**src/rtl/fp_alu_pkg.sv**
```systemverilog
// Shared definitions for the sequential floating-point ALU: op codes,
// FSM states and width-dependent constant helpers.
package fp_alu_pkg;

  localparam logic [1:0] OP_ADD = 2'b00;
  localparam logic [1:0] OP_SUB = 2'b01;
  localparam logic [1:0] OP_MUL = 2'b10;

  typedef enum logic [2:0] {
    IDLE, UNPACK, ALIGN, ADDSUB, MULT, NORM, DONE
  } state_e;

  // Exponent bias, 2^(EXP_W-1)-1.
  function automatic int fp_bias(input int exp_w);
    return (1 << (exp_w - 1)) - 1;
  endfunction

  // All-ones biased exponent (inf/NaN), 2^EXP_W-1.
  function automatic int fp_exp_max(input int exp_w);
    return (1 << exp_w) - 1;
  endfunction

  // Canonical quiet NaN: sign 0, exponent all ones, mantissa MSB set.
  // Returned in 64 bits; callers keep the low 1+EXP_W+MAN_W bits.
  function automatic logic [63:0] fp_canon_nan(input int exp_w, input int man_w);
    return (((64'd1 << exp_w) - 64'd1) << man_w) | (64'd1 << (man_w - 1));
  endfunction

endpackage

```
**src/rtl/fp_alu_seq_if.sv**
```systemverilog
// Valid/ready operand and result bus of the floating-point ALU.
interface fp_alu_seq_if #(
  parameter int EXP_W = 8,
  parameter int MAN_W = 23
);
  localparam int W = 1 + EXP_W + MAN_W;

  logic         in_valid;
  logic         in_ready;
  logic [W-1:0] a;
  logic [W-1:0] b;
  logic [1:0]   op;
  logic         out_valid;
  logic         out_ready;
  logic [W-1:0] result;
  logic         overflow;
  logic         underflow;
  logic         invalid;

  modport master (
    output in_valid, a, b, op, out_ready,
    input  in_ready, out_valid, result, overflow, underflow, invalid
  );

  modport slave (
    input  in_valid, a, b, op, out_ready,
    output in_ready, out_valid, result, overflow, underflow, invalid
  );
endinterface

```
**src/rtl/fp_norm_pack.sv**
```systemverilog
// Combinational normaliser: finds the leading one of a fixed-point mantissa
// whose hidden bit nominally sits at bit FP, rescales the exponent, saturates
// to inf / flushes to zero, and packs the truncated result.
module fp_norm_pack
  import fp_alu_pkg::*;
#(
  parameter int EXP_W = 8,
  parameter int MAN_W = 23,
  parameter int NW    = 48,
  parameter int FP    = 46,
  parameter int EW    = 12
) (
  input  logic [NW-1:0]             mant_i,
  input  logic signed [EW-1:0]      exp_i,
  input  logic                      sign_i,
  output logic [EXP_W+MAN_W:0]      result_o,
  output logic                      overflow_o,
  output logic                      underflow_o
);
  localparam int LW = $clog2(NW);
  localparam logic signed [EW-1:0] FP_S   = EW'(FP);
  localparam logic signed [EW-1:0] EMAX_S = EW'(fp_exp_max(EXP_W));
  localparam logic signed [EW-1:0] ZERO_S = '0;

  logic [LW-1:0]         lead;
  logic [NW-1:0]         shifted;
  logic signed [EW-1:0]  exp_adj;

  // Leading-one detect: highest set bit wins.
  always_comb begin
    lead = '0;
    for (int i = 0; i < NW; i++) begin
      if (mant_i[i]) lead = LW'(i);
    end
  end

  // Left-align the leading one, adjust exponent, then range-check and pack.
  always_comb begin
    shifted     = mant_i << (LW'(NW - 1) - lead);
    exp_adj     = exp_i + signed'(EW'(lead)) - FP_S;
    result_o    = {sign_i, exp_adj[EXP_W-1:0], shifted[NW-2 -: MAN_W]};
    overflow_o  = 1'b0;
    underflow_o = 1'b0;
    if (mant_i == '0) begin
      // Exact cancellation always gives +0.
      result_o = '0;
    end else if (exp_adj >= EMAX_S) begin
      result_o   = {sign_i, {EXP_W{1'b1}}, {MAN_W{1'b0}}};
      overflow_o = 1'b1;
    end else if (exp_adj <= ZERO_S) begin
      result_o    = {sign_i, {(EXP_W+MAN_W){1'b0}}};
      underflow_o = 1'b1;
    end
  end
endmodule

```
**src/rtl/fp_alu_seq.sv**
```systemverilog
// Multi-cycle floating-point ADD/SUB/MUL with truncating rounding,
// special-value handling and valid/ready flow control on both sides.
module fp_alu_seq
  import fp_alu_pkg::*;
#(
  parameter int EXP_W = 8,
  parameter int MAN_W = 23
) (
  input  logic       clk,
  input  logic       rst,
  fp_alu_seq_if.slave bus
);
  localparam int W   = 1 + EXP_W + MAN_W;
  localparam int M   = MAN_W + 1;        // mantissa incl. hidden bit
  localparam int XW  = MAN_W + 4;        // aligned mantissa with 3 guard bits
  localparam int PW  = 2 * M;            // product / normaliser width
  localparam int EW  = EXP_W + 4;        // signed working exponent
  localparam int CW  = $clog2(MAN_W + 1);
  localparam logic [EXP_W-1:0] EMAX     = EXP_W'(fp_exp_max(EXP_W));
  localparam logic [63:0]      NAN_FULL = fp_canon_nan(EXP_W, MAN_W);
  localparam logic [W-1:0]     NAN_W    = NAN_FULL[W-1:0];

  state_e               state_q;
  logic                 in_ready_q, out_valid_q;
  logic [W-1:0]         result_q;
  logic                 ovf_q, unf_q, inv_q;
  logic [W-1:0]         a_q, b_q;
  logic [1:0]           op_q;
  logic                 sa_q, sb_q, sign_q, sub_q;
  logic [EXP_W-1:0]     ea_q, eb_q;
  logic [M-1:0]         ma_q, mb_q;
  logic [XW-1:0]        mx_q, my_q;
  logic [PW-1:0]        prod_q, prod_d;
  logic signed [EW-1:0] exp_q;
  logic [CW-1:0]        cnt_q;

  // Unpacked view of the captured operands (denormals count as zero).
  logic sa_u, sb_u, sb_eff, is_mul;
  logic [EXP_W-1:0] ea_u, eb_u;
  logic [MAN_W-1:0] fa_u, fb_u;
  logic a_zero, b_zero, a_inf, b_inf, a_nan, b_nan;

  assign {sa_u, ea_u, fa_u} = a_q;
  assign {sb_u, eb_u, fb_u} = b_q;
  assign is_mul = (op_q == OP_MUL);
  assign sb_eff = sb_u ^ (op_q == OP_SUB);
  assign a_zero = (ea_u == '0);
  assign b_zero = (eb_u == '0);
  assign a_inf  = (ea_u == EMAX) && (fa_u == '0);
  assign b_inf  = (eb_u == EMAX) && (fb_u == '0);
  assign a_nan  = (ea_u == EMAX) && (fa_u != '0);
  assign b_nan  = (eb_u == EMAX) && (fb_u != '0);

  logic         spec_hit, spec_inv;
  logic [W-1:0] spec_res;

  // Special-value resolution; a hit bypasses the arithmetic datapath.
  always_comb begin
    spec_hit = 1'b1;
    spec_inv = 1'b0;
    spec_res = NAN_W;
    if (is_mul) begin
      if (a_nan || b_nan || (a_zero && b_inf) || (a_inf && b_zero)) spec_inv = 1'b1;
      else if (a_inf || b_inf)   spec_res = {sa_u ^ sb_eff, EMAX, {MAN_W{1'b0}}};
      else if (a_zero || b_zero) spec_res = {sa_u ^ sb_eff, {(W-1){1'b0}}};
      else                       spec_hit = 1'b0;
    end else begin
      if (a_nan || b_nan || (a_inf && b_inf && (sa_u != sb_eff))) spec_inv = 1'b1;
      else if (a_inf)  spec_res = {sa_u, EMAX, {MAN_W{1'b0}}};
      else if (b_inf)  spec_res = {sb_eff, EMAX, {MAN_W{1'b0}}};
      else if (a_zero) spec_res = b_zero ? {sb_eff, {(W-1){1'b0}}} : {sb_eff, eb_u, fb_u};
      else if (b_zero) spec_res = a_q;
      else             spec_hit = 1'b0;
    end
  end

  // Magnitude ordering and alignment shift; lost bits fold into a sticky LSB.
  logic             a_ge_b, s_big, sticky;
  logic [EXP_W-1:0] e_big, e_small, diff;
  logic [M-1:0]     m_big, m_small;
  logic [XW-1:0]    small_ext, small_sh;
  int               sh;

  always_comb begin
    a_ge_b    = {ea_q, ma_q} >= {eb_q, mb_q};
    e_big     = a_ge_b ? ea_q : eb_q;
    e_small   = a_ge_b ? eb_q : ea_q;
    m_big     = a_ge_b ? ma_q : mb_q;
    m_small   = a_ge_b ? mb_q : ma_q;
    s_big     = a_ge_b ? sa_q : sb_q;
    diff      = e_big - e_small;
    sh        = (int'(diff) > MAN_W + 3) ? MAN_W + 3 : int'(diff);
    small_ext = {m_small, 3'b000};
    small_sh  = small_ext >> sh;
    sticky    = (small_sh << sh) != small_ext;
  end

  logic [XW:0] sum;
  assign sum = sub_q ? ({1'b0, mx_q} - {1'b0, my_q}) : ({1'b0, mx_q} + {1'b0, my_q});

  // One shift-add step: add multiplicand into the upper half when the
  // current multiplier bit (LSB of the lower half) is set, then shift right.
  logic [M:0] mstep;
  assign mstep  = {1'b0, prod_q[PW-1:M]} + (prod_q[0] ? {1'b0, ma_q} : {(M+1){1'b0}});
  assign prod_d = {mstep, prod_q[M-1:1]};

  logic [W-1:0] norm_res;
  logic         norm_ovf, norm_unf;

  fp_norm_pack #(
    .EXP_W(EXP_W), .MAN_W(MAN_W), .NW(PW), .FP(2 * MAN_W), .EW(EW)
  ) u_norm (
    .mant_i(prod_q), .exp_i(exp_q), .sign_i(sign_q),
    .result_o(norm_res), .overflow_o(norm_ovf), .underflow_o(norm_unf)
  );

  // Control FSM and datapath registers, all outputs registered.
  always_ff @(posedge clk) begin
    if (rst) begin
      state_q     <= IDLE;
      in_ready_q  <= 1'b1;
      out_valid_q <= 1'b0;
      result_q    <= '0;
      ovf_q       <= 1'b0;
      unf_q       <= 1'b0;
      inv_q       <= 1'b0;
      cnt_q       <= '0;
    end else begin
      case (state_q)
        IDLE: if (bus.in_valid) begin
          a_q        <= bus.a;
          b_q        <= bus.b;
          op_q       <= bus.op;
          in_ready_q <= 1'b0;
          state_q    <= UNPACK;
        end
        UNPACK: begin
          sa_q <= sa_u;
          sb_q <= sb_eff;
          ea_q <= ea_u;
          eb_q <= eb_u;
          ma_q <= {1'b1, fa_u};
          mb_q <= {1'b1, fb_u};
          if (spec_hit) begin
            result_q    <= spec_res;
            inv_q       <= spec_inv;
            ovf_q       <= 1'b0;
            unf_q       <= 1'b0;
            out_valid_q <= 1'b1;
            state_q     <= DONE;
          end else if (is_mul) begin
            exp_q   <= EW'(ea_u) + EW'(eb_u) - EW'(fp_bias(EXP_W));
            sign_q  <= sa_u ^ sb_eff;
            prod_q  <= {{M{1'b0}}, 1'b1, fb_u};
            cnt_q   <= '0;
            state_q <= MULT;
          end else begin
            state_q <= ALIGN;
          end
        end
        ALIGN: begin
          mx_q    <= {m_big, 3'b000};
          my_q    <= small_sh | XW'(sticky);
          exp_q   <= EW'(e_big);
          sign_q  <= s_big;
          sub_q   <= sa_q ^ sb_q;
          state_q <= ADDSUB;
        end
        ADDSUB: begin
          // Hidden bit moves from bit MAN_W+3 to bit 2*MAN_W, matching MUL.
          prod_q  <= PW'(sum) << (MAN_W - 3);
          state_q <= NORM;
        end
        MULT: begin
          prod_q <= prod_d;
          cnt_q  <= cnt_q + 1'b1;
          if (cnt_q == CW'(MAN_W)) state_q <= NORM;
        end
        NORM: begin
          result_q    <= norm_res;
          ovf_q       <= norm_ovf;
          unf_q       <= norm_unf;
          inv_q       <= 1'b0;
          out_valid_q <= 1'b1;
          state_q     <= DONE;
        end
        DONE: if (bus.out_ready) begin
          out_valid_q <= 1'b0;
          in_ready_q  <= 1'b1;
          state_q     <= IDLE;
        end
        default: state_q <= IDLE;
      endcase
    end
  end

  assign bus.in_ready  = in_ready_q;
  assign bus.out_valid = out_valid_q;
  assign bus.result    = result_q;
  assign bus.overflow  = ovf_q;
  assign bus.underflow = unf_q;
  assign bus.invalid   = inv_q;
endmodule

```
**src/flat_wrapper.sv**
```systemverilog
// flat-port wrapper written by rule: the top's interface ports become plain ports
module fp_alu_seq_flat import fp_alu_pkg::*;
#(
  parameter int EXP_W = 8,
  parameter int MAN_W = 23
)
  (clk, rst, bus_in_valid, bus_a, bus_b, bus_op, bus_out_ready, bus_in_ready, bus_out_valid, bus_result, bus_overflow, bus_underflow, bus_invalid);
  fp_alu_seq_if #(.EXP_W(EXP_W), .MAN_W(MAN_W)) bus_i ();
  input  logic clk;
  input  logic rst;
  input wire logic [$bits(bus_i.in_valid)-1:0] bus_in_valid;
  input wire logic [$bits(bus_i.a)-1:0] bus_a;
  input wire logic [$bits(bus_i.b)-1:0] bus_b;
  input wire logic [$bits(bus_i.op)-1:0] bus_op;
  input wire logic [$bits(bus_i.out_ready)-1:0] bus_out_ready;
  output wire logic [$bits(bus_i.in_ready)-1:0] bus_in_ready;
  output wire logic [$bits(bus_i.out_valid)-1:0] bus_out_valid;
  output wire logic [$bits(bus_i.result)-1:0] bus_result;
  output wire logic [$bits(bus_i.overflow)-1:0] bus_overflow;
  output wire logic [$bits(bus_i.underflow)-1:0] bus_underflow;
  output wire logic [$bits(bus_i.invalid)-1:0] bus_invalid;
  assign bus_i.in_valid = bus_in_valid;
  assign bus_i.a = bus_a;
  assign bus_i.b = bus_b;
  assign bus_i.op = bus_op;
  assign bus_i.out_ready = bus_out_ready;
  assign bus_in_ready = bus_i.in_ready;
  assign bus_out_valid = bus_i.out_valid;
  assign bus_result = bus_i.result;
  assign bus_overflow = bus_i.overflow;
  assign bus_underflow = bus_i.underflow;
  assign bus_invalid = bus_i.invalid;
  fp_alu_seq #(.EXP_W(EXP_W), .MAN_W(MAN_W)) u_core (.clk(clk), .rst(rst), .bus(bus_i));
endmodule
```
**config.mk**
```make
export PLATFORM = sky130hd
export DESIGN_NAME = fp_alu_seq_flat
export DESIGN_NICKNAME = d
export VERILOG_FILES = /design/src/rtl/fp_alu_pkg.sv /design/src/rtl/fp_alu_seq_if.sv /design/src/rtl/fp_norm_pack.sv /design/src/rtl/fp_alu_seq.sv /design/src/flat_wrapper.sv
export SDC_FILE = /design/constraint.sdc
export NUM_CORES = 1
export LEC_CHECK = 0
export ABC_AREA = 0
export CORE_MARGIN = 5
export CORE_UTILIZATION = 54
export DETAILED_ROUTE_END_ITERATION = 6
export GPL_TIMING_DRIVEN = 0
export PLACE_DENSITY = 0.78
export REMOVE_ABC_BUFFERS = 1
export SYNTH_ARGS = -nofsm -noshare
export SYNTH_HDL_FRONTEND = slang
export SYNTH_SLANG_ARGS = --single-unit
export TNS_END_PERCENT = 100
```
**constraint.sdc**
```tcl
create_clock -name clk -period 12.7 [get_ports clk]
set_input_delay 1.27 -clock clk [delete_from_list [all_inputs] [get_ports clk]]
set_output_delay 1.27 -clock clk [all_outputs]
set_load 0.02 [all_outputs]
```
After elaboration in Yosys (flattened, before gate mapping)
Index checks and enable logic that the tools add are counted.
{"block": "totals", "ff_bits": 288, "input_bits": 70, "wordCells": 218}
{"block": "op_classes", "n_addsub": 10, "magnitude_cmp": 4, "n_eq_ne": 19, "n_shift": 3, "muxes": 116, "bitwise": 5, "reduce_logical": 38}
{"op": "$mux W32", "count": 11}
{"op": "$mux W6", "count": 46}
{"op": "$pmux W48 S3", "count": 1}
{"op": "$mux W48", "count": 2}
{"op": "$mux W31", "count": 3}
{"op": "$pmux W32 S2", "count": 1}
{"op": "$logic_not A48 Y1", "count": 1}
{"op": "$shl A48 B6 Y47", "count": 1}
{"op": "$logic_not A23 Y1", "count": 2}
{"op": "$mux W23", "count": 2}
{"op": "$reduce_bool A23 Y1", "count": 2}
{"op": "$ge A32 B32 Y1", "count": 1}
{"op": "$shl A27 B32 Y27", "count": 1}
{"op": "$shr A27 B32 Y27", "count": 1}
{"op": "$add A27 B27 Y28", "count": 1}
{"op": "$mux W28", "count": 1}
{"op": "$sub A27 B27 Y28", "count": 1}
{"op": "$mux W1", "count": 27}
{"op": "$ne A27 B27 Y1", "count": 1}
{"op": "$or A27 B1 Y27", "count": 1}
{"op": "$add A24 B25 Y25", "count": 1}
{"op": "$mux W12", "count": 2}
{"op": "$mux W24", "count": 1}
{"op": "$mux W8", "count": 3}
{"op": "other kinds (37)", "count": 81}

Longest topological paths before layout
Gate-level depths: netlist (run 1).
{"block": "logic_depth", "depth_word": 54, "mapped_depth": 38}

Modules after synthesis
Synthesis (run 1) repeated with hierarchy kept, for this count alone.
{"block": "unflattened", "cells_unflattened": 2591, "area_unflattened_um2": 22962.0}
{"module": "fp_alu_seq", "instances": 1, "cells_per_inst": 2027, "area_per_inst_um2": 19144.6, "seq_area_each_um2": 8107.8}
{"module": "fp_norm_pack", "instances": 1, "cells_per_inst": 564, "area_per_inst_um2": 3817.4, "seq_area_each_um2": 0.0}

Least setup slack after synthesis (run 1)
No wires, ideal clock.
{"block": "synth_timing", "kind": "register to register", "start": "reg u_core.prod_q[5]", "end": "reg u_core.result_q[9] (netlist: u_core.bus.result[9])", "setup_time_ns": 0.128, "t_arrival_ns": 6.777, "slack_ns": 5.796, "stages_incl_launch_ff": 38, "synth_period_minus_slack_ns": 6.904, "cell_sequence": "edfxtp_1 > o31ai_1 > a21boi_0 > o31ai_1 > a211oi_1 > o31ai_1 > a21boi_0 > o31ai_1 > a211oi_1 > o211a_1 > o31ai_1 > inv_2 > clkbuf_1 > ha_1 > inv_1 > ha_1 > fa_1 > a21oi_1 > [... 2 more ...] > o21bai_1 > a21oi_1 > o21bai_1 > a21oi_1 > o21bai_1 > a21oi_1 > xnor2_1 > nand4_1 > o31ai_1 > nor2b_1 > clkbuf_1 > nand2_1 > clkbuf_1 > nor2_1 > o221ai_1 > a21oi_1 > o22ai_1 > nor2_1"}
{"block": "synth_between", "elab_chain_cells": 50, "elab_cells_between_ends": 54, "cone_classes": "add/sub (3); order compare (2); shift (1); mux (47); reduce/logical (1)"}
{"element": "start: declaration", "line": "fp_alu_seq.sv:33", "rtl": "logic [PW-1:0] prod_q, prod_d;"}
{"element": "start signal: assignment", "line": "fp_alu_seq.sv:154", "rtl": "prod_q <= {{M{1'b0}}, 1'b1, fb_u};"}
{"element": "start signal: assignment", "line": "fp_alu_seq.sv:171", "rtl": "prod_q <= PW'(sum) << (MAN_W - 3);"}
{"element": "start signal: assignment", "line": "fp_alu_seq.sv:175", "rtl": "prod_q <= prod_d;"}
{"element": "$mux W6 (43 in series)", "line": "fp_norm_pack.sv:33", "rtl": "if (mant_i[i]) lead = LW'(i);"}
{"element": "$add A12 B7 Y12", "line": "fp_norm_pack.sv:40", "rtl": "exp_adj = exp_i + signed'(EW'(lead)) - FP_S;"}
{"element": "$sub A12 B7 Y12", "line": "fp_norm_pack.sv:40"}
{"element": "$le A12 B1 Y1", "line": "fp_norm_pack.sv:50", "rtl": "end else if (exp_adj <= ZERO_S) begin"}
{"element": "$mux W31", "line": "fp_norm_pack.sv:50"}
{"element": "$mux W31", "line": "fp_norm_pack.sv:47", "rtl": "end else if (exp_adj >= EMAX_S) begin"}
{"element": "$mux W32 (*)", "line": "fp_norm_pack.sv:44", "rtl": "if (mant_i == '0) begin"}
{"element": "$pmux W32 S2 (*)", "line": "fp_alu_seq.sv:129", "rtl": "case (state_q)"}
{"element": "end signal: assignment", "line": "fp_alu_seq.sv:145", "rtl": "result_q <= spec_res;"}
{"element": "end signal: assignment", "line": "fp_alu_seq.sv:180", "rtl": "result_q <= norm_res;"}
{"element": "end: declaration", "line": "fp_alu_seq.sv:25", "rtl": "logic [W-1:0] result_q;"}
Mark *: on every way between the ends. The rest lies on a longest branch, timed or not.
A chain may end at the register's enable or synchronous reset.

Worst setup path in the final report (run 1)
{"block": "layout_timing", "start": "reg u_core.ea_q[0]", "end": "reg u_core.my_q[0] (data pin)"}
{"block": "layout_between", "elab_chain_cells": 9, "elab_cells_between_ends": 11, "cone_classes": "add/sub (1); order compare (2); eq/ne (1); shift (2); mux (4); bitwise (1)"}
{"element": "start: declaration", "line": "fp_alu_seq.sv:30", "rtl": "logic [EXP_W-1:0] ea_q, eb_q;"}
{"element": "start signal: assignment", "line": "fp_alu_seq.sv:140", "rtl": "ea_q <= ea_u;"}
{"element": "$ge A32 B32 Y1", "line": "fp_alu_seq.sv:85", "rtl": "a_ge_b = {ea_q, ma_q} >= {eb_q, mb_q};"}
{"element": "$mux W8 (on tied branches)", "line": "fp_alu_seq.sv:86, fp_alu_seq.sv:87"}
{"element": "$sub A8 B8 Y8", "line": "fp_alu_seq.sv:91", "rtl": "diff = e_big - e_small;"}
{"element": "$gt A8 B5 Y1", "line": "fp_alu_seq.sv:92", "rtl": "sh = (int'(diff) > MAN_W + 3) ? MAN_W + 3 : int'(diff);"}
{"element": "$mux W8", "line": "fp_alu_seq.sv:92"}
{"element": "$shr A27 B32 Y27 (*)", "line": "fp_alu_seq.sv:94", "rtl": "small_sh = small_ext >> sh;"}
{"element": "named net u_core.small_sh[7]", "line": "fp_alu_seq.sv:81", "rtl": "logic [XW-1:0] small_ext, small_sh;"}
{"element": "$shl A27 B32 Y27 (*)", "line": "fp_alu_seq.sv:95", "rtl": "sticky = (small_sh << sh) != small_ext;"}
{"element": "$ne A27 B27 Y1 (*)", "line": "fp_alu_seq.sv:95"}
{"element": "$or A27 B1 Y27 (*)", "line": "fp_alu_seq.sv:163", "rtl": "my_q <= small_sh | XW'(sticky);"}
{"element": "end signal: assignment", "line": "fp_alu_seq.sv:163"}
{"element": "end: declaration", "line": "fp_alu_seq.sv:32", "rtl": "logic [XW-1:0] mx_q, my_q;"}
The timed path passes the listed nets; every way through them passes the cells marked *.

==> flow_metrics.py, run 1 <==
metrics = {
    "die": {
        "num_rows": 75,
        "die_area_um2": 46850,
        "core_area_um2": 42040,
        "die_h_um": 216.4,
        "ios": 107,
        "die_w_um": 216.4,
        "initial_core_util": 0.5474,
    },
    "yosys": {
        "synthArstFlopShare": 0,
        "ys_warn_count": 0,
        "synthAdderAreaFrac": 0.07361,
        "ys.flop_type": "edfxtp_1",
        "synthSimpleGateAreaFrac": 0.1823,
        "syn_inst": 2674,
        "synth.mux.area_fraction": 0.06828,
        "synth-compound-area-share": 0.2425,
        "synth_seq_cells": 287,
        "seq_area_frac_synth": 0.3549,
        "yosys.area_share.xor_xnor": 0.02963,
        "syn_area_um2": 23010,
        "synth_area_per_cell_um2": 8.607,
        "synth_top_family_by_area": "compound AO/OA/AOI/OAI gates",
        "synth_cell_types": 101,
        "synth-edff-count": 242,
    },
    "setup_path": {
        "start_kind": "flip-flop",
        "r2r_cells": 24,
        "critPathKind": "flip-flop to flip-flop",
        "required_ps": 12970,
        "worstPathArrival_ps": 11350,
        "worst_r2r_startpoint": "u_core.ea_q[0]",
        "cp_max_fo": 32,
        "crit_path_end_kind": "flip-flop",
        "crit_start": "u_core.ea_q[0]",
    },
    "worst_hold_path": {
        "min_path_cells": 2,
        "hp-start": "u_core.bus.result[1]",
        "hold_class": "flip-flop to flip-flop",
    },
    "detailed_routing": {
        "avgRoutedWirePerCell_um": 27.95,
        "drt_iter0_drc": 3603,
        "ant_nets": 0,
        "routed_wl_um": 91160,
        "vias": 23060,
        "highest_layer": "met5",
        "detail_route.first_pass.iterations": 7,
        "viasPerCell": 7.070,
        "wl_met2_um": 37590,
        "dr_wl_met3_um": 12540,
        "drc": 8,
        "drt-met1-wl_um": 37430,
    },
    "power_and_ir_drop": {
        "p_leak_uw": 0.009918,
        "p_per_area_nw_per_um2": 111.2,
        "power_uw": 2868,
        "vdd_ir_drop_max_mv": 0.1105,
    },
    "grt": {
        "antenna_found_initial": 5,
        "grt_pass1_wl_um": 134000,
        "grt_start_max_net_pins": 68,
        "grt_usage": 0.3712,
        "grt-ovfl-total": 0,
        "grt_pass1_vias": 21210,
    },
    "clocking": {
        "cts_resized": 0,
        "cts.sinks": 287,
        "root_buffer": "clkbuf_16",
        "clk_latency_ps": 600,
        "cts_buffers": 30,
        "cts_setup_buffers": 0,
        "cts.htree.levels": 1,
        "cts.path.max_buffers": 3,
        "cts_tree": "done",
        "cts_hold_buf": 0,
        "cts.clk_slew.worst_paths_ps": 60,
    },
    "finish": {
        "post-route-util": 0.6133,
        "drive_gt1_frac": 0.05768,
        "synthToLayoutAreaGrowth_pct": 12.03,
        "diodes": 0,
        "n_fill_cell": 3584,
        "nets": 2903,
    },
    "sta": {
        "final_max_slew_viol_count": 7,
        "setup_viol": 0,
        "fmax_ghz": 0.09023,
        "period_minus_slack_ps": 11080,
        "fin_crit_sh": 0.8726,
        "relSlewSlack": -0.03816,
        "worst_pin_slew_ps": 1541,
        "hold_viol": 0,
        "grt_setup_unrepaired": "false",
        "fin_skew_ps": 39.63,
    },
    "status": {
        "violations": "design-rule violations, max-capacitance violations, max-slew violations",
        "status": "complete, but fails checks",
    },
    "place": {
        "hpwl_um": 68990,
        "gp_congestion": 1.025,
        "io_buffers": 106,
    },
    "job": {
        "cap_violations": 3,
    },
}
## cells by family after synthesis
| logic type | after synthesis |
|---|---|
| AND/OR/NAND/NOR | 893 |
| buffers and inverters | 285 |
| flip-flops | 287 |
| adder cells (fa/ha/maj) | 133 |
| multiplexers | 150 |
| AO/OA/AOI/OAI | 849 |
| XOR/XNOR | 77 |
## registers in the layout, indices dropped and copies added (netlist names), 3 cells and up
register           flops
u_core.mx_q           23
u_core.a_q            32
u_core.prod_q         48
u_core.bus.result     32
u_core.exp_q          12
u_core.mb_q           23
u_core.b_q            32
u_core.state_q         3
u_core.cnt_q           5
u_core.ea_q            8
u_core.ma_q           23
u_core.eb_q            8
u_core.my_q           27
## power breakdown
group	switching [uW]	total (uW)	internal [uW]	leakage (uW)
Sequential	60.5	1140	1080	0.00259
Clock	383	908	525	0.000502
Combinational	535	819	284	0.00682
## synth_stat cells, types with 9 or more instances
cell / number / share of area
clkbuf_1: 115 / 0.019
and2_1: 38 / 0.010
mux2_2: 14 / 0.0069
o31ai_1: 21 / 0.0069
a221oi_1: 16 / 0.0061
nor2b_1: 14 / 0.0038
xor2_1: 21 / 0.0080
ha_1: 129 / 0.070
nor2_1: 275 / 0.045
a21o_1: 33 / 0.011
nand2_1: 249 / 0.041
o211ai_1: 26 / 0.0085
and3_1: 18 / 0.0049
buf_2: 12 / 0.0026
a311oi_1: 9 / 0.0034
a22oi_1: 32 / 0.010
mux2i_1: 130 / 0.057
xnor2_1: 55 / 0.021
o22ai_1: 41 / 0.011
nand3_1: 55 / 0.012
nand4_1: 26 / 0.0071
nor4_1: 35 / 0.0095
a22o_1: 29 / 0.011
o21ai_0: 162 / 0.035
edfxtp_1: 242 / 0.32
inv_1: 131 / 0.021
o221ai_1: 13 / 0.0049
buf_1: 11 / 0.0018
o21bai_1: 36 / 0.012
o32ai_1: 13 / 0.0049
a31oi_1: 28 / 0.0076
dfxtp_1: 45 / 0.039
o21ai_1: 9 / 0.0020
a211o_1: 10 / 0.0038
a21oi_1: 228 / 0.050
nor3_1: 92 / 0.020
nand2b_1: 26 / 0.0071
a211oi_1: 43 / 0.014
## worst max-delay path, cell delays in order (launching register included)
cell	delay (ps)
edfxtp_1	440
ha_2	680
buf_12	270
inv_2	310
nor3_1	280
nand2_1	180
o211ai_4	850
nor2_1	110
nor2_1	150
ha_2	500
inv_1	840
nor2_1	180
nor2_1	140
mux2i_1	110
nand4_2	180
nand4_1	1040
nor2_1	1540
a21oi_1	240
a21oi_1	540
o32ai_1	260
a211oi_1	360
nor3_1	80
nor4b_1	570
nand4_1	160
or4_1	660
## worst paths after layout
path / endpoint / slack (ps)
hold / removal: u_core.bus.result[1] / 490
setup / recovery: u_core.my_q[0] / 1620
hold reg to reg: u_core.bus.result[1] / 490
setup reg to reg: u_core.my_q[0] / 1620
## cell usage in the layout, fill, tap and decap left out, types with 14 or more instances in the layout
master / instances
ha_1: 127
o21ai_0: 162
edfxtp_1: 242
o22ai_1: 41
nor2b_1: 14
nand2b_1: 26
xnor2_1: 52
and2_1: 38
nor2_1: 271
a31oi_1: 28
a211oi_1: 42
xor2_1: 21
a22oi_1: 32
nor4_1: 35
mux2i_1: 130
o31ai_1: 20
clkdlybuf4s50_1: 105
a21o_1: 33
a21oi_1: 228
nand2_1: 249
mux2_2: 14
nand4_1: 26
o211ai_1: 26
nand3_1: 55
and3_1: 17
o21bai_1: 36
clkbuf_16: 33
dfxtp_1: 45
a221oi_1: 16
nor3_1: 90
inv_1: 131
a22o_1: 29
## metal layers
metal / up-vias / global-route usage
met1: 10980 / 0.5366
li1: 10110 / -
met2: 1695 / 0.5404
met3: 263 / 0.1133
met5: - / 0
met4: 4 / 0.1066
## area by class of cell
type                            instances  area [um2]  share of cell area
Multi-Input combinational cell       2102       13850              0.5372
Tap cell                              539       674.4             0.02616
Clock inverter                          8       93.84            0.003640
Inverter                              139       521.8             0.02024
Sequential cell                       287        8168              0.3168
Clock buffer                           46       927.1             0.03596
Timing Repair Buffer                  140        1548             0.06003
## through the flow
step,instance area (um2),setup TNS [ps],worst slack (ps),cells,hold WS (ps)
after floorplan,22410,-27060,-1323,2528,451.3
after global placement,24150,-158220,-5778,3173,467.8
after detailed placement,24700,0,2379,3204,474.8
after CTS,25720,0,2293,3258,491.5
after global routing,25780,0,1545,3261,509.7
final,25780,0,1618,3261,493.8
(Power assumes the default switching activity.)
==> run 2, diff against run 1 <==
- CAP_MARGIN: default -> 20
- TNS_END_PERCENT: 100 -> default
==> flow_metrics.py, run 2 (synthesis results as in run 1) <==
metrics = {
    "sta": {
        "period_minus_slack_ps": 10190,
        "relSlewSlack": 0.1320,
        "worst_slack_ps": 2510,
        "final_max_slew_viol_count": 0,
        "worst_pin_slew_ps": 1302,
        "hold_viol": 0,
        "grt_setup_unrepaired": "false",
        "fmax_ghz": 0.09813,
        "setup_viol": 0,
        "fin_crit_sh": 0.8024,
        "setup_tns_ps": 0,
        "fin_skew_ps": 31.19,
    },
    "job": {
        "cap_violations": 0,
    },
    "grt": {
        "grt-ovfl-total": 0,
        "grt_use_met1": 0.5297,
        "top_usage_layer": "met2",
        "grt_pass1_vias": 21290,
        "use_met2": 0.5324,
        "grt_pass1_wl_um": 133700,
        "grt_usage": 0.3695,
        "antenna_found_initial": 3,
        "met3_usage": 0.1164,
        "grt_start_max_net_pins": 68,
    },
    "setup_path": {
        "start_kind": "flip-flop",
        "r2r-end": "u_core.my_q[0]",
        "worstPathArrival_ps": 10500,
        "cp_max_fo": 32,
        "rrSetupSlack_ps": 2510,
        "cp_top_family": "simple AND/OR/NAND/NOR gates",
        "critPathKind": "flip-flop to flip-flop",
        "worst_path_max_delay_cell": "o211ai_4",
        "cp_common_cell": "nor2_1",
        "critical-path-max-stage-delay_ps": 850,
        "worst_r2r_startpoint": "u_core.ea_q[0]",
        "critPathBufInv": 4,
        "required_ps": 13010,
        "crit_path_end_kind": "flip-flop",
        "r2r_cells": 26,
    },
    "place": {
        "place_area_um2": 24910,
        "hpwl_um": 69410,
        "post-place-ws_ps": 3125,
        "io_buffers": 106,
        "gp_congestion": 1.025,
    },
    "die": {
        "num_rows": 75,
        "die_area_um2": 46850,
        "die_w_um": 216.4,
        "core_area_um2": 42040,
        "ios": 107,
        "initial_core_util": 0.5474,
        "die_h_um": 216.4,
    },
    "detailed_routing": {
        "detail_route.first_pass.iterations": 7,
        "vias": 22980,
        "drc": 0,
        "ant_nets": 0,
        "routed_wl_um": 90940,
        "avgRoutedWirePerCell_um": 27.71,
        "drt_iter0_drc": 3315,
        "viasPerCell": 7.002,
    },
    "clocking": {
        "cts_hold_buf": 0,
        "cts_setup_buffers": 0,
        "root_buffer": "clkbuf_16",
        "cts_resized": 0,
        "cts.clk_slew.worst_paths_ps": 60,
        "clk_latency_ps": 610,
        "cts_tree": "done",
        "cts.sinks": 287,
        "cts.path.max_buffers": 3,
        "cts.htree.levels": 1,
        "cts_buffers": 31,
    },
    "status": {
        "status": "complete, no violations",
    },
    "finish": {
        "nets": 2921,
        "largest_reg_flops": 48,
        "regArea_um2": 8168,
        "drive_gt1_frac": 0.06277,
        "synthToLayoutAreaGrowth_pct": 13.23,
        "mostFrequentLayoutCells": "271 x nor2_1, 249 x nand2_1, 242 x edfxtp_1",
        "regMostFlops": "u_core.prod_q",
        "multi_input_area_um2": 13840,
        "final_common_cell": "nor2_1",
        "fin_area_um2": 26060,
        "n_fill_cell": 3595,
    },
    "worst_hold_path": {
        "hold_class": "flip-flop to flip-flop",
        "hp-start": "u_core.bus.result[28]",
        "min_path_cells": 2,
        "min_to": "u_core.bus.result[28]",
    },
    "power_and_ir_drop": {
        "p_leak_uw": 0.01005,
        "p_per_area_nw_per_um2": 112.7,
        "vdd_ir_drop_max_mv": 0.1187,
    },
}
run 2: cell count changes in the layout (fill, tap and decap cells not counted), sizes merged:
cell      change
clkinvlp      +3
bufinv        +5
diode         +3
inv           +2
clkinv        +3
buf          +17
clkbuf       -12
run 2: final cells by class:
type	instances	share of cell area
multi-input cells	2102	0.5312
flip-flops and latches	287	0.3134
repair buffers	157	0.06813
clock buffers	34	0.03020
well taps	539	0.02588
inverters	139	0.02002
clock inverters	21	0.01080
diodes	3	0.0002881
run 2: how the worst max path moves through the flow:
stage | startpoint | to | slack, ps | cells after the start
final | u_core.ea_q[0] | u_core.my_q[0] | 2510 | 26
after global routing | u_core.ea_q[0] | u_core.my_q[0] | 2450 | 25
after CTS | u_core.ea_q[0] | u_core.my_q[0] | 3090 | 26
after detailed placement | u_core.ea_q[0] | u_core.my_q[0] | 3130 | 26
after global placement | u_core.prod_q[1] | u_core.bus.result[12] | -5780 | 32
after floorplan | u_core.prod_q[1] | u_core.bus.result[14] | -1320 | 34
run 2: metrics by stage:
stage | hold slack, ps | cells | total power [uW] | utilization
final | 488.4 | 3282 | 2937 | 0.6199
after global routing | 502.9 | 3279 | 3024 | 0.6197
after CTS | 489.5 | 3274 | 2894 | 0.6179
after detailed placement | 474.8 | 3219 | 1939 | 0.5925
after global placement | 467.8 | 3173 | 1911 | 0.5744
after floorplan | 451.3 | 2528 | 1640 | -
run 2: tightest hold or removal path, cell delays in order, from the launching register on:
cell and delay (ps):
dfxtp_1 310, nor2_1 90, nor3_1 50
run 2: power by group:
part	leakage, uW	switching [uW]	internal (uW)
Combinational	0.00695	537	293
Sequential	0.00259	59.7	1080
Clock	0.000511	398	570
run 2: metal layers:
| metal | routed length, um | part of all wire |
|---|---|---|
| met4 | 3885 | 0.043 |
| met5 | 48 | 0.00053 |
| met3 | 11800 | 0.13 |
| met1 | 37970 | 0.42 |
| met2 | 37240 | 0.41 |
